`config.mk`:
```
export PLATFORM = sky130hd
export DESIGN_NAME = sd_req_arbiter_flat
export DESIGN_NICKNAME = d
export VERILOG_FILES = /design/src/rtl/sd_req_arbiter_if.sv /design/src/rtl/sd_req_arbiter.sv /design/src/flat_wrapper.sv
export SDC_FILE = /design/constraint.sdc
export NUM_CORES = 1
export LEC_CHECK = 0
export BUFFER_PORTS_ARGS = -buffer_cell sky130_fd_sc_hd__buf_2
export CORE_MARGIN = 4
export CORE_UTILIZATION = 37
export DETAILED_ROUTE_END_ITERATION = 16
export MAX_ROUTING_LAYER = met4
export PLACE_DENSITY = 0.79
export SETUP_SLACK_MARGIN = 0.2
export SYNTH_ARGS = -nofsm -noshare
export SYNTH_HDL_FRONTEND = slang
export SYNTH_SLANG_ARGS = --single-unit
```
`constraint.sdc`:
```
create_clock -name clk -period 1.5 [get_ports clk]
set_input_delay 0.15 -clock clk [delete_from_list [all_inputs] [get_ports clk]]
set_output_delay 0.15 -clock clk [all_outputs]
set_load 0.1 [all_outputs]
```
`src/rtl/sd_req_arbiter_if.sv`:
```
// Client-side and SD-wrapper-side bundles of the sector request arbiter.
// Clients are masters of sd_req_client_if; the arbiter is master of sd_req_sd_if.
interface sd_req_client_if #(
  parameter int CLIENTS = 4
);
  logic [CLIENTS-1:0]    req_rd;
  logic [CLIENTS-1:0]    req_wr;
  logic [32*CLIENTS-1:0] req_sector;
  logic [CLIENTS-1:0]    ack;
  logic [CLIENTS-1:0]    err;
  logic [CLIENTS-1:0]    busy;
  logic [CLIENTS-1:0]    c_outen;
  logic [8:0]            c_outaddr;
  logic [7:0]            c_outbyte;
  logic [8*CLIENTS-1:0]  c_inbyte;

  modport master (
    output req_rd, req_wr, req_sector, c_inbyte,
    input  ack, err, busy, c_outen, c_outaddr, c_outbyte
  );

  modport slave (
    input  req_rd, req_wr, req_sector, c_inbyte,
    output ack, err, busy, c_outen, c_outaddr, c_outbyte
  );
endinterface

interface sd_req_sd_if;
  logic [1:0]  sd_rstart;
  logic [1:0]  sd_wstart;
  logic [31:0] sd_sector;
  logic        sd_rbusy;
  logic        sd_rdone;
  logic        sd_outen;
  logic [8:0]  sd_outaddr;
  logic [7:0]  sd_outbyte;
  logic [7:0]  sd_inbyte;

  modport master (
    output sd_rstart, sd_wstart, sd_sector, sd_inbyte,
    input  sd_rbusy, sd_rdone, sd_outen, sd_outaddr, sd_outbyte
  );

  modport slave (
    input  sd_rstart, sd_wstart, sd_sector, sd_inbyte,
    output sd_rbusy, sd_rdone, sd_outen, sd_outaddr, sd_outbyte
  );
endinterface

```
`src/rtl/sd_req_arbiter.sv`:
```
// Round-robin arbiter sharing one single-outstanding SD sector interface
// between CLIENTS requesters, with byte-stream routing and optional watchdog.
module sd_req_arbiter #(
  parameter int          CLIENTS   = 4,
  parameter logic [7:0]  DRIVE_MAP = 8'b0000_0010,
  parameter logic [31:0] TIMEOUT   = 32'd0
) (
  input  logic            clk,
  input  logic            rstn,
  sd_req_client_if.slave  cl,
  sd_req_sd_if.master     sd
);

  localparam int IW = (CLIENTS > 1) ? $clog2(CLIENTS) : 1;

  typedef enum logic [1:0] {
    IDLE    = 2'd0,
    BUSY    = 2'd1,
    RELEASE = 2'd2
  } state_e;

  state_e             state_q, state_d;
  logic [IW-1:0]      ptr_q, ptr_d;
  logic [IW-1:0]      g_q, g_d;
  logic [31:0]        sector_q, sector_d;
  logic [31:0]        cnt_q, cnt_d;
  logic [1:0]         rstart_q, rstart_d;
  logic [1:0]         wstart_q, wstart_d;
  logic [CLIENTS-1:0] ack_q, ack_d;
  logic [CLIENTS-1:0] err_q, err_d;
  logic [CLIENTS-1:0] busy_q, busy_d;

  logic [CLIENTS-1:0] pend_s;
  logic               any_pend_s;
  logic [IW-1:0]      grant_s;
  logic [3:0]         rr_sum_s;
  logic [CLIENTS-1:0] g_onehot_s;
  logic               done_s;
  logic               tmo_s;
  logic               unused_rbusy_s;

  assign done_s         = sd.sd_rdone;
  assign tmo_s          = (TIMEOUT != 32'd0) && (cnt_q == (TIMEOUT - 32'd1));
  assign g_onehot_s     = CLIENTS'(1'b1) << g_q;
  assign unused_rbusy_s = sd.sd_rbusy;

  // Round-robin pick: the pending client with the smallest offset from the pointer wins.
  always_comb begin
    pend_s     = cl.req_rd | cl.req_wr;
    any_pend_s = |pend_s;
    grant_s    = ptr_q;
    rr_sum_s   = 4'd0;
    for (int k = CLIENTS - 1; k >= 0; k--) begin
      rr_sum_s = 4'(ptr_q) + 4'(k);
      if (rr_sum_s >= 4'(CLIENTS)) begin
        rr_sum_s = rr_sum_s - 4'(CLIENTS);
      end else begin
        rr_sum_s = rr_sum_s;
      end
      if (pend_s[rr_sum_s[IW-1:0]]) begin
        grant_s = rr_sum_s[IW-1:0];
      end else begin
        grant_s = grant_s;
      end
    end
  end

  // State and registered outputs.
  always_ff @(posedge clk) begin
    if (!rstn) begin
      state_q  <= IDLE;
      ptr_q    <= {IW{1'b0}};
      g_q      <= {IW{1'b0}};
      sector_q <= 32'd0;
      cnt_q    <= 32'd0;
      rstart_q <= 2'b00;
      wstart_q <= 2'b00;
      ack_q    <= {CLIENTS{1'b0}};
      err_q    <= {CLIENTS{1'b0}};
      busy_q   <= {CLIENTS{1'b0}};
    end else begin
      state_q  <= state_d;
      ptr_q    <= ptr_d;
      g_q      <= g_d;
      sector_q <= sector_d;
      cnt_q    <= cnt_d;
      rstart_q <= rstart_d;
      wstart_q <= wstart_d;
      ack_q    <= ack_d;
      err_q    <= err_d;
      busy_q   <= busy_d;
    end
  end

  // Next-state logic.
  always_comb begin
    state_d = state_q;
    case (state_q)
      IDLE: begin
        if (any_pend_s) state_d = BUSY;
        else            state_d = IDLE;
      end
      BUSY: begin
        if (done_s || tmo_s) state_d = RELEASE;
        else                 state_d = BUSY;
      end
      RELEASE: state_d = IDLE;
      default: state_d = IDLE;
    endcase
  end

  // Next values of the registered outputs; grant context is frozen while BUSY.
  always_comb begin
    ptr_d    = ptr_q;
    g_d      = g_q;
    sector_d = sector_q;
    cnt_d    = cnt_q;
    rstart_d = rstart_q;
    wstart_d = wstart_q;
    ack_d    = {CLIENTS{1'b0}};
    err_d    = {CLIENTS{1'b0}};
    busy_d   = busy_q;
    case (state_q)
      IDLE: begin
        if (any_pend_s) begin
          g_d      = grant_s;
          sector_d = cl.req_sector[{grant_s, 5'd0} +: 32];
          busy_d   = CLIENTS'(1'b1) << grant_s;
          cnt_d    = 32'd0;
          if (cl.req_rd[grant_s]) begin
            rstart_d = DRIVE_MAP[3'(grant_s)] ? 2'b10 : 2'b01;
            wstart_d = 2'b00;
          end else begin
            rstart_d = 2'b00;
            wstart_d = DRIVE_MAP[3'(grant_s)] ? 2'b10 : 2'b01;
          end
        end else begin
          cnt_d = cnt_q;
        end
      end
      BUSY: begin
        if (done_s || tmo_s) begin
          rstart_d = 2'b00;
          wstart_d = 2'b00;
          busy_d   = {CLIENTS{1'b0}};
          ack_d    = g_onehot_s;
          // A done pulse coinciding with expiry still counts as success.
          err_d    = done_s ? {CLIENTS{1'b0}} : g_onehot_s;
        end else begin
          cnt_d = cnt_q + 32'd1;
        end
      end
      RELEASE: begin
        if (g_q == IW'(CLIENTS - 1)) ptr_d = {IW{1'b0}};
        else                         ptr_d = g_q + IW'(1);
      end
      default: begin
        rstart_d = 2'b00;
        wstart_d = 2'b00;
        busy_d   = {CLIENTS{1'b0}};
      end
    endcase
  end

  // Byte-stream routing to and from the granted client, only while BUSY.
  always_comb begin
    cl.c_outen   = {CLIENTS{1'b0}};
    sd.sd_inbyte = 8'd0;
    if (state_q == BUSY) begin
      cl.c_outen   = sd.sd_outen ? g_onehot_s : {CLIENTS{1'b0}};
      sd.sd_inbyte = cl.c_inbyte[{g_q, 3'd0} +: 8];
    end else begin
      cl.c_outen   = {CLIENTS{1'b0}};
      sd.sd_inbyte = 8'd0;
    end
  end

  assign cl.ack       = ack_q;
  assign cl.err       = err_q;
  assign cl.busy      = busy_q;
  assign cl.c_outaddr = sd.sd_outaddr;
  assign cl.c_outbyte = sd.sd_outbyte;
  assign sd.sd_rstart = rstart_q;
  assign sd.sd_wstart = wstart_q;
  assign sd.sd_sector = sector_q;

endmodule
```
`src/flat_wrapper.sv`:
```
// flat-port wrapper written by rule: the top's interface ports become plain ports
module sd_req_arbiter_flat 
#(
  parameter int          CLIENTS   = 4,
  parameter logic [7:0]  DRIVE_MAP = 8'b0000_0010,
  parameter logic [31:0] TIMEOUT   = 32'd0
)
  (clk, rstn, cl_req_rd, cl_req_wr, cl_req_sector, cl_c_inbyte, cl_ack, cl_err, cl_busy, cl_c_outen, cl_c_outaddr, cl_c_outbyte, sd_sd_rstart, sd_sd_wstart, sd_sd_sector, sd_sd_inbyte, sd_sd_rbusy, sd_sd_rdone, sd_sd_outen, sd_sd_outaddr, sd_sd_outbyte);
  sd_req_client_if #(.CLIENTS(CLIENTS)) cl_i ();
  sd_req_sd_if sd_i ();
  input  logic clk;
  input  logic rstn;
  input wire logic [$bits(cl_i.req_rd)-1:0] cl_req_rd;
  input wire logic [$bits(cl_i.req_wr)-1:0] cl_req_wr;
  input wire logic [$bits(cl_i.req_sector)-1:0] cl_req_sector;
  input wire logic [$bits(cl_i.c_inbyte)-1:0] cl_c_inbyte;
  output wire logic [$bits(cl_i.ack)-1:0] cl_ack;
  output wire logic [$bits(cl_i.err)-1:0] cl_err;
  output wire logic [$bits(cl_i.busy)-1:0] cl_busy;
  output wire logic [$bits(cl_i.c_outen)-1:0] cl_c_outen;
  output wire logic [$bits(cl_i.c_outaddr)-1:0] cl_c_outaddr;
  output wire logic [$bits(cl_i.c_outbyte)-1:0] cl_c_outbyte;
  output wire logic [$bits(sd_i.sd_rstart)-1:0] sd_sd_rstart;
  output wire logic [$bits(sd_i.sd_wstart)-1:0] sd_sd_wstart;
  output wire logic [$bits(sd_i.sd_sector)-1:0] sd_sd_sector;
  output wire logic [$bits(sd_i.sd_inbyte)-1:0] sd_sd_inbyte;
  input wire logic [$bits(sd_i.sd_rbusy)-1:0] sd_sd_rbusy;
  input wire logic [$bits(sd_i.sd_rdone)-1:0] sd_sd_rdone;
  input wire logic [$bits(sd_i.sd_outen)-1:0] sd_sd_outen;
  input wire logic [$bits(sd_i.sd_outaddr)-1:0] sd_sd_outaddr;
  input wire logic [$bits(sd_i.sd_outbyte)-1:0] sd_sd_outbyte;
  assign cl_i.req_rd = cl_req_rd;
  assign cl_i.req_wr = cl_req_wr;
  assign cl_i.req_sector = cl_req_sector;
  assign cl_i.c_inbyte = cl_c_inbyte;
  assign cl_ack = cl_i.ack;
  assign cl_err = cl_i.err;
  assign cl_busy = cl_i.busy;
  assign cl_c_outen = cl_i.c_outen;
  assign cl_c_outaddr = cl_i.c_outaddr;
  assign cl_c_outbyte = cl_i.c_outbyte;
  assign sd_sd_rstart = sd_i.sd_rstart;
  assign sd_sd_wstart = sd_i.sd_wstart;
  assign sd_sd_sector = sd_i.sd_sector;
  assign sd_sd_inbyte = sd_i.sd_inbyte;
  assign sd_i.sd_rbusy = sd_sd_rbusy;
  assign sd_i.sd_rdone = sd_sd_rdone;
  assign sd_i.sd_outen = sd_sd_outen;
  assign sd_i.sd_outaddr = sd_sd_outaddr;
  assign sd_i.sd_outbyte = sd_sd_outbyte;
  sd_req_arbiter #(.CLIENTS(CLIENTS), .DRIVE_MAP(DRIVE_MAP), .TIMEOUT(TIMEOUT)) u_core (.clk(clk), .rstn(rstn), .cl(cl_i), .sd(sd_i));
endmodule
```
==> results of run 1 <==
-- area by class of cell --
cell class,instances,area (sq um)
Inverter,7,33.8
Timing Repair Buffer,320,2540
Multi-Input combinational cell,302,3090
Fill cell,591,2250
Tap cell,111,139
Clock inverter,1,5.00
Sequential cell,50,1020
Clock buffer,7,86.3
-- routing by layer --
layer / up-vias / track usage [%] / share of wire (%)
met5: - / - / 0
met2: 296 / 48.2 / 53
met4: 0 / 11.5 / 4.6
met1: 2214 / 27.0 / 35
li1: 2093 / - / -
met3: 79 / 5.31 / 7.9
-- cells in the mapped netlist (2+ instances only) --
cell type / number
a21oi_1: 37
clkbuf_1: 21
and3_1: 36
nand2_1: 13
o21ai_1: 14
mux4_2: 8
nand4_1: 2
nand3_1: 6
o21ai_0: 49
dfxtp_1: 50
o21bai_1: 2
buf_6: 3
a221oi_1: 30
a32oi_1: 3
o21ai_2: 2
nor2b_1: 3
a22oi_1: 2
o221ai_1: 2
ha_1: 4
a21boi_0: 30
inv_1: 6
a31oi_1: 3
and2_1: 14
nor2_4: 2
mux2i_1: 5
buf_2: 8
buf_4: 26
nor2_1: 11
-- power groups by stage --
stage / sequential, mW / clock (mW) / combinational, mW
floorplan: 2.40 / 0 / 1.16
global placement: 1.56 / 0 / 2.45
detailed placement: 1.57 / 0 / 2.50
CTS: 1.53 / 0.875 / 2.83
global route: 1.55 / 0.908 / 3.37
finish: 1.53 / 0.845 / 3.25
-- flip-flops by register name, summed over array words and instances, names as in the netlist --
register             cells
u_core.sd.sd_sector     32
u_core.cl.ack            4
u_core.cl.busy           4
u_core.g_q               2
u_core.ptr_q             2
u_core.sd.sd_rstart      2
u_core.sd.sd_wstart      2
u_core.state_q           2
-- per-stage QoR --
| step | cell area (sq um) | cells | util [%] | worst slack, ps | TNS (ps) |
|---|---|---|---|---|---|
| floorplan | 3820 | 418 | - | -0.664 | -0.664 |
| global placement | 5310 | 747 | 58.0 | -234 | -6990 |
| detailed placement | 5310 | 747 | 58.0 | -262 | -9240 |
| CTS | 6040 | 780 | 65.9 | -312 | -12020 |
| global route | 6900 | 798 | 75.4 | -356 | -14370 |
| finish | 6900 | 798 | 75.4 | -312 | -12500 |
-- worst max-delay path, stage by stage (launching register included) --
cell,delay (ps)
dfxtp_4,380
buf_6,120
o22a_4,240
a2bb2oi_4,200
buf_12,160
buf_8,120
nand2_8,90
mux2i_1,250
o221ai_1,130
-- cells by family (layout without fill, tap and decap cells) --
family | after synthesis | count (layout) | share of synthesized area [%]
simple gates | 95 | 95 | 16.2
mux | 13 | 13 | 6.65
compound gates | 186 | 186 | 35.7
buf+inv | 66 | 335 | 11.0
other cells | 1 | 4 | 0.108
fa+ha+maj | 4 | 4 | 1.45
flops | 50 | 50 | 28.9
-- repair_timing --
action	CTS	global route
setup buffers	17	12
cloned	8	6
pin swaps	33	90
hold buffers	0	0
gates resized for setup	79	165
setup endpoints to repair	58	61
-- placed cells by master (no fill, tap or decap), types with 14 or more instances in the layout --
master    netlist  layout
dfxtp_1        50      45
buf_12          0      25
o21ai_0        49      30
a221oi_2        0      16
a21oi_1        37      27
buf_6           3      20
a21boi_2        0      23
and3_4          0      26
a221oi_4        0      14
o21ai_2         2      20
buf_4          26      46
buf_2           8     208
-- path summary, 6_finish.rpt --
kind	startpoint	to	slack (ps)	cells past startpoint
max	u_core.ptr_q[0]	u_core.sd.sd_sector[13]	-310	8
min	cl_req_sector[18]	u_core.sd.sd_sector[18]	120	3
max reg2reg	u_core.ptr_q[0]	u_core.sd.sd_sector[13]	-310	8
min reg2reg	u_core.sd.sd_wstart[0]	u_core.sd.sd_wstart[0]	520	2
==> run metrics, run 1 <==
Finish-stage setup viols=54; die width=105 um; max frequency=0.552 GHz; Slew Viols, Final=0; PD cells=815 nW/um^2; largest net degree at the start of global routing=37; sw power=2.58 mW; # IOs=267; Nets=880; Comb power frac=57.7%; DRT Wirelength=17,100 um; outcome=complete, but fails checks; H-Tree Depth=2; TritonCTS Buffers=5; final period utilization=121%; post-DR vias/cell=5.87; Max Cap Viol=0; failing checks=negative setup slack; Worst slew margin=65.5%; Hold WS=125 ps; Yosys reg bits=50; ANT nets after route=0; placed wire-length estimate=10,600 um; Arr. time, crit path=1990 ps; critical path peak fanout=7; class of the worst hold path=input port to flip-flop; Clock Tree Buf Depth=2; switch share=45.9%; ant diodes=0; DRT iter0 DRCs=212; core area=9150 sq um; RSZ-0062 raised after global routing=yes; via count=4,682; die area=11,000 sq um; grt total ovfl=0; Yosys Warn Count=0; CTS sink count=50; clock slew at reported path FFs=100 ps; Post-synth ARST share=0%; mapped cell area=3460 sq um; CTS tree=done; min Tclk post-route=1810 ps; CP endpoint kind=flip-flop; PortBufs=227; Syn-to-layout area delta=99.4%; Int Pwr=3.04 mW; Yosys cell types=51; Post-synth EDFFs=0; Mapped Avg Cell Area=8.34 sq um; Wirelength per Cell=21.4 um; worst slew pin tran=512 ps; Reg power frac=27.2%; CTS Root Cell=clkbuf_8; ys flop type=dfxtp_1; crit path launch type=flip-flop; post-synth top area share=28.9%; Seq/Total Area, Yosys=28.9%; clock share of power=15.0%; vias in the first global route=4,475; Tot Pwr=5.63 mW; share of layout cells above drive strength 1=72.6%; DRT Pass-1 Iters=5; Worst-Skew Late Latency=300 ps; CP Data Required Time=1680 ps; Max VDD drop=0.737 mV; first-pass GRT wire length=22,700 um; Initial Utilization=37.8%; chip height=105 um; Lkg Pwr=2.99 nW; Cell Rows=35; DR DRC count=0; Mapped Cells=415; final hold viol count=0; Setup CP Type=flip-flop to flip-flop; Final WS setup=-312 ps; Final Skew=4.82 ps; placer congestion estimate=0.986; largest cells by area after synthesis=dfxtp_1, a221oi_1, o21ai_0; Global Route Usage Sum=26.3%; initial antenna violation count=0; leading area contributor after synthesis=dfxtp_1
Note: power is estimated with default switching activity, not from simulation.
==> run 2, diff against run 1 <==
--- a/config.mk
+++ b/config.mk
@@ -6,11 +6,11 @@
 export NUM_CORES = 1
 export LEC_CHECK = 0
 export BUFFER_PORTS_ARGS = -buffer_cell sky130_fd_sc_hd__buf_2
-export CORE_MARGIN = 4
-export CORE_UTILIZATION = 37
+export CORE_AREA = 4 4 102 104
 export DETAILED_ROUTE_END_ITERATION = 16
+export DIE_AREA = 0 0 106 108
 export MAX_ROUTING_LAYER = met4
-export PLACE_DENSITY = 0.79
+export PLACE_DENSITY = 0.75
 export SETUP_SLACK_MARGIN = 0.2
 export SYNTH_ARGS = -nofsm -noshare
 export SYNTH_HDL_FRONTEND = slang
==> constraint.sdc (replaced) <==
create_clock -name clk -period 2.3 [get_ports clk]
set_input_delay 0.23 -clock clk [delete_from_list [all_inputs] [get_ports clk]]
set_output_delay 0.23 -clock clk [all_outputs]
set_load 0.1 [all_outputs]
==> run metrics, run 2 (same netlist as run 1, synthesis figures left out) <==
ant diodes=0 (unchanged); Arr. time, crit path=1790 ps (was 1990 ps); final hold viol count=0 (unchanged); Resize count post-CTS=4 (was 79); Worst slew margin=65.5% (about the same); H-Tree Depth=2 (unchanged); core area=9550 sq um (was 9150 sq um); DR DRC count=0 (unchanged); vias in the first global route=3,957 (was 4,475); CTS Root Cell=clkbuf_8 (unchanged); Nets=803 (was 880); largest net degree at the start of global routing=63 (was 37); DRT Pass-1 Iters=4 (was 5); CTS sink count=50 (unchanged); post-DR vias/cell=5.41 (was 5.87); placed wire-length estimate=9580 um (was 10,600 um); Crit-path slowest cell=mux4_2 (was dfxtp_4); PortBufs=227 (unchanged); Final WS setup=278 ps (was -312 ps); CP endpoint kind=output port (was flip-flop); Syn-to-layout area delta=35.6% (was 99.4%); DRT Wirelength=12,100 um (was 17,100 um); CTS tree=done (unchanged); critical path buffer and inverter count=2 (was 3); Finish-stage setup viols=0 (was 54); DRT iter0 DRCs=204 (was 212); Lkg Pwr=2.27 nW (was 2.99 nW); worst slew pin tran=514 ps (was 512 ps); class of the worst hold path=input port to flip-flop (unchanged); max frequency=0.495 GHz; die width=106 um (was 105 um); ANT nets after route=0 (unchanged); # IOs=267 (unchanged); initial antenna violation count=0 (unchanged); Slew Viols, Final=0 (unchanged); routed wl met3=1110 um (was 1350 um); outcome=finished, final reports clean (was complete, but fails checks); Setup CP Type=flip-flop to output port (was flip-flop to flip-flop); Max Cap Viol=0 (unchanged); max reg flops=32 (unchanged); RSZ-0062 raised after global routing=yes (unchanged); Placed Cells incl. Taps=735 (was 747); share of layout cells above drive strength 1=44.3% (was 72.6%); Clock Tree Buf Depth=2 (unchanged); Layout Cells excl Fill=743 (was 798); CP Data Required Time=2070 ps (was 1680 ps); Final Skew=10.2 ps (was 4.82 ps); Max VDD drop=0.376 mV (was 0.737 mV); Hold WS=203 ps (was 125 ps); post-cts hold buffer count=0 (unchanged); DR top layer=met4 (unchanged); met2 WL=6040 um (was 9050 um); total setup buffers inserted after CTS=0 (was 17); grt total ovfl=0 (unchanged); Setup TNS Final=0 ps (was -12,500 ps); Worst-Skew Late Latency=300 ps (about the same); slowest cell delay on critical path=490 ps (was 380 ps); Cell Rows=36 (was 35); via count=4,022 (was 4,682); chip height=108 um (was 105 um); commonest non-fill, non-tap cells in the layout=buf_2, o21ai_0, dfxtp_1 (was buf_2, buf_4, dfxtp_1); Wirelength per Cell=16.3 um (was 21.4 um); most common cell after layout, fill and taps aside=buf_2 (unchanged); CP top delay family=multiplexers (was compound AO/OA/AOI/OAI gates); M1 WL=4530 um (was 5930 um); PD cells=652 nW/um^2 (was 815 nW/um^2); Initial Utilization=36.3% (was 37.8%); crit path launch type=flip-flop (unchanged); final period utilization=87.9%; clock slew at reported path FFs=100 ps (about the same); Global Route Usage Sum=20.6% (was 26.3%); min Tclk post-route=2020 ps; die area=11,400 sq um (was 11,000 sq um); pre-CTS setup slack=327 ps (was -262 ps); critical path peak fanout=12 (was 7); fillers=943 (was 591); placer congestion estimate=0.850 (was 0.986); first-pass GRT wire length=18,700 um (was 22,700 um); CP Cell Sequence=buf_8, mux4_2, and2_1, clkbuf_4 (was buf_6, o22a_4, a2bb2oi_4, buf_12, buf_8, nand2_8, mux2i_1, o221ai_1); TritonCTS Buffers=5 (unchanged)
-- run 2: cell count changes in the layout (fill, tap and decap cells not counted), sizes merged --
cell / previous run / this run
clkinvlp: 0 / 1
buf: 309 / 241
clkinv: 2 / 1
clkbuf: 18 / 8
bufinv: 0 / 1
-- run 2: stage by stage --
step,instance area [sq um],utilization (%),total power [mW]
after global placement,4560,47.7,2.41
after detailed placement,4560,47.7,2.43
after floorplan,3470,-,2.23
after global routing,4700,49.2,3.21
final,4700,49.2,3.06
after CTS,4680,49.0,3.08
-- run 2: worst paths after layout --
kind	startpoint	to	slack, ps	depth (start not counted)
hold reg to reg	u_core.sd.sd_rstart[1]	u_core.sd.sd_rstart[1]	460	2
setup / recovery	u_core.g_q[0]	sd_sd_inbyte[1]	280	4
hold / removal	cl_req_sector[11]	u_core.sd.sd_sector[11]	200	3
setup reg to reg	u_core.ptr_q[0]	u_core.sd.sd_sector[13]	370	6
-- run 2: layout make-up --
class                   count  area [sq um]  area share [%]
multi-input cells         302          2090            44.6
well taps                 133           166            3.54
clock buffers               6          72.6            1.55
flip-flops and latches     50          1000            21.4
inverters                   7          26.3           0.560
repair buffers            243          1300            27.6
clock inverters             2          37.5           0.799
-- run 2: where the power goes --
group	switching, mW	total, mW	internal, mW
registers	0.0458	0.994	0.949
logic	1.06	1.43	0.375
clock network	0.311	0.637	0.325
-- run 2: worst register-to-register path, cell delays in order (launching register included) --
cell and delay (ps):
dfxtp_1 530, o21bai_1 270, a21o_1 190, buf_4 260, nand2_1 230, mux2i_1 200
o221ai_1 140
-- run 2: per-layer routing --
| layer | vias up | global-route usage (%) |
|---|---|---|
| li1 | 1933 | - |
| met1 | 1831 | 22.2 |
| met2 | 218 | 36.6 |
| met3 | 40 | 4.84 |
| met4 | 0 | 8.60 |
| met5 | - | - |
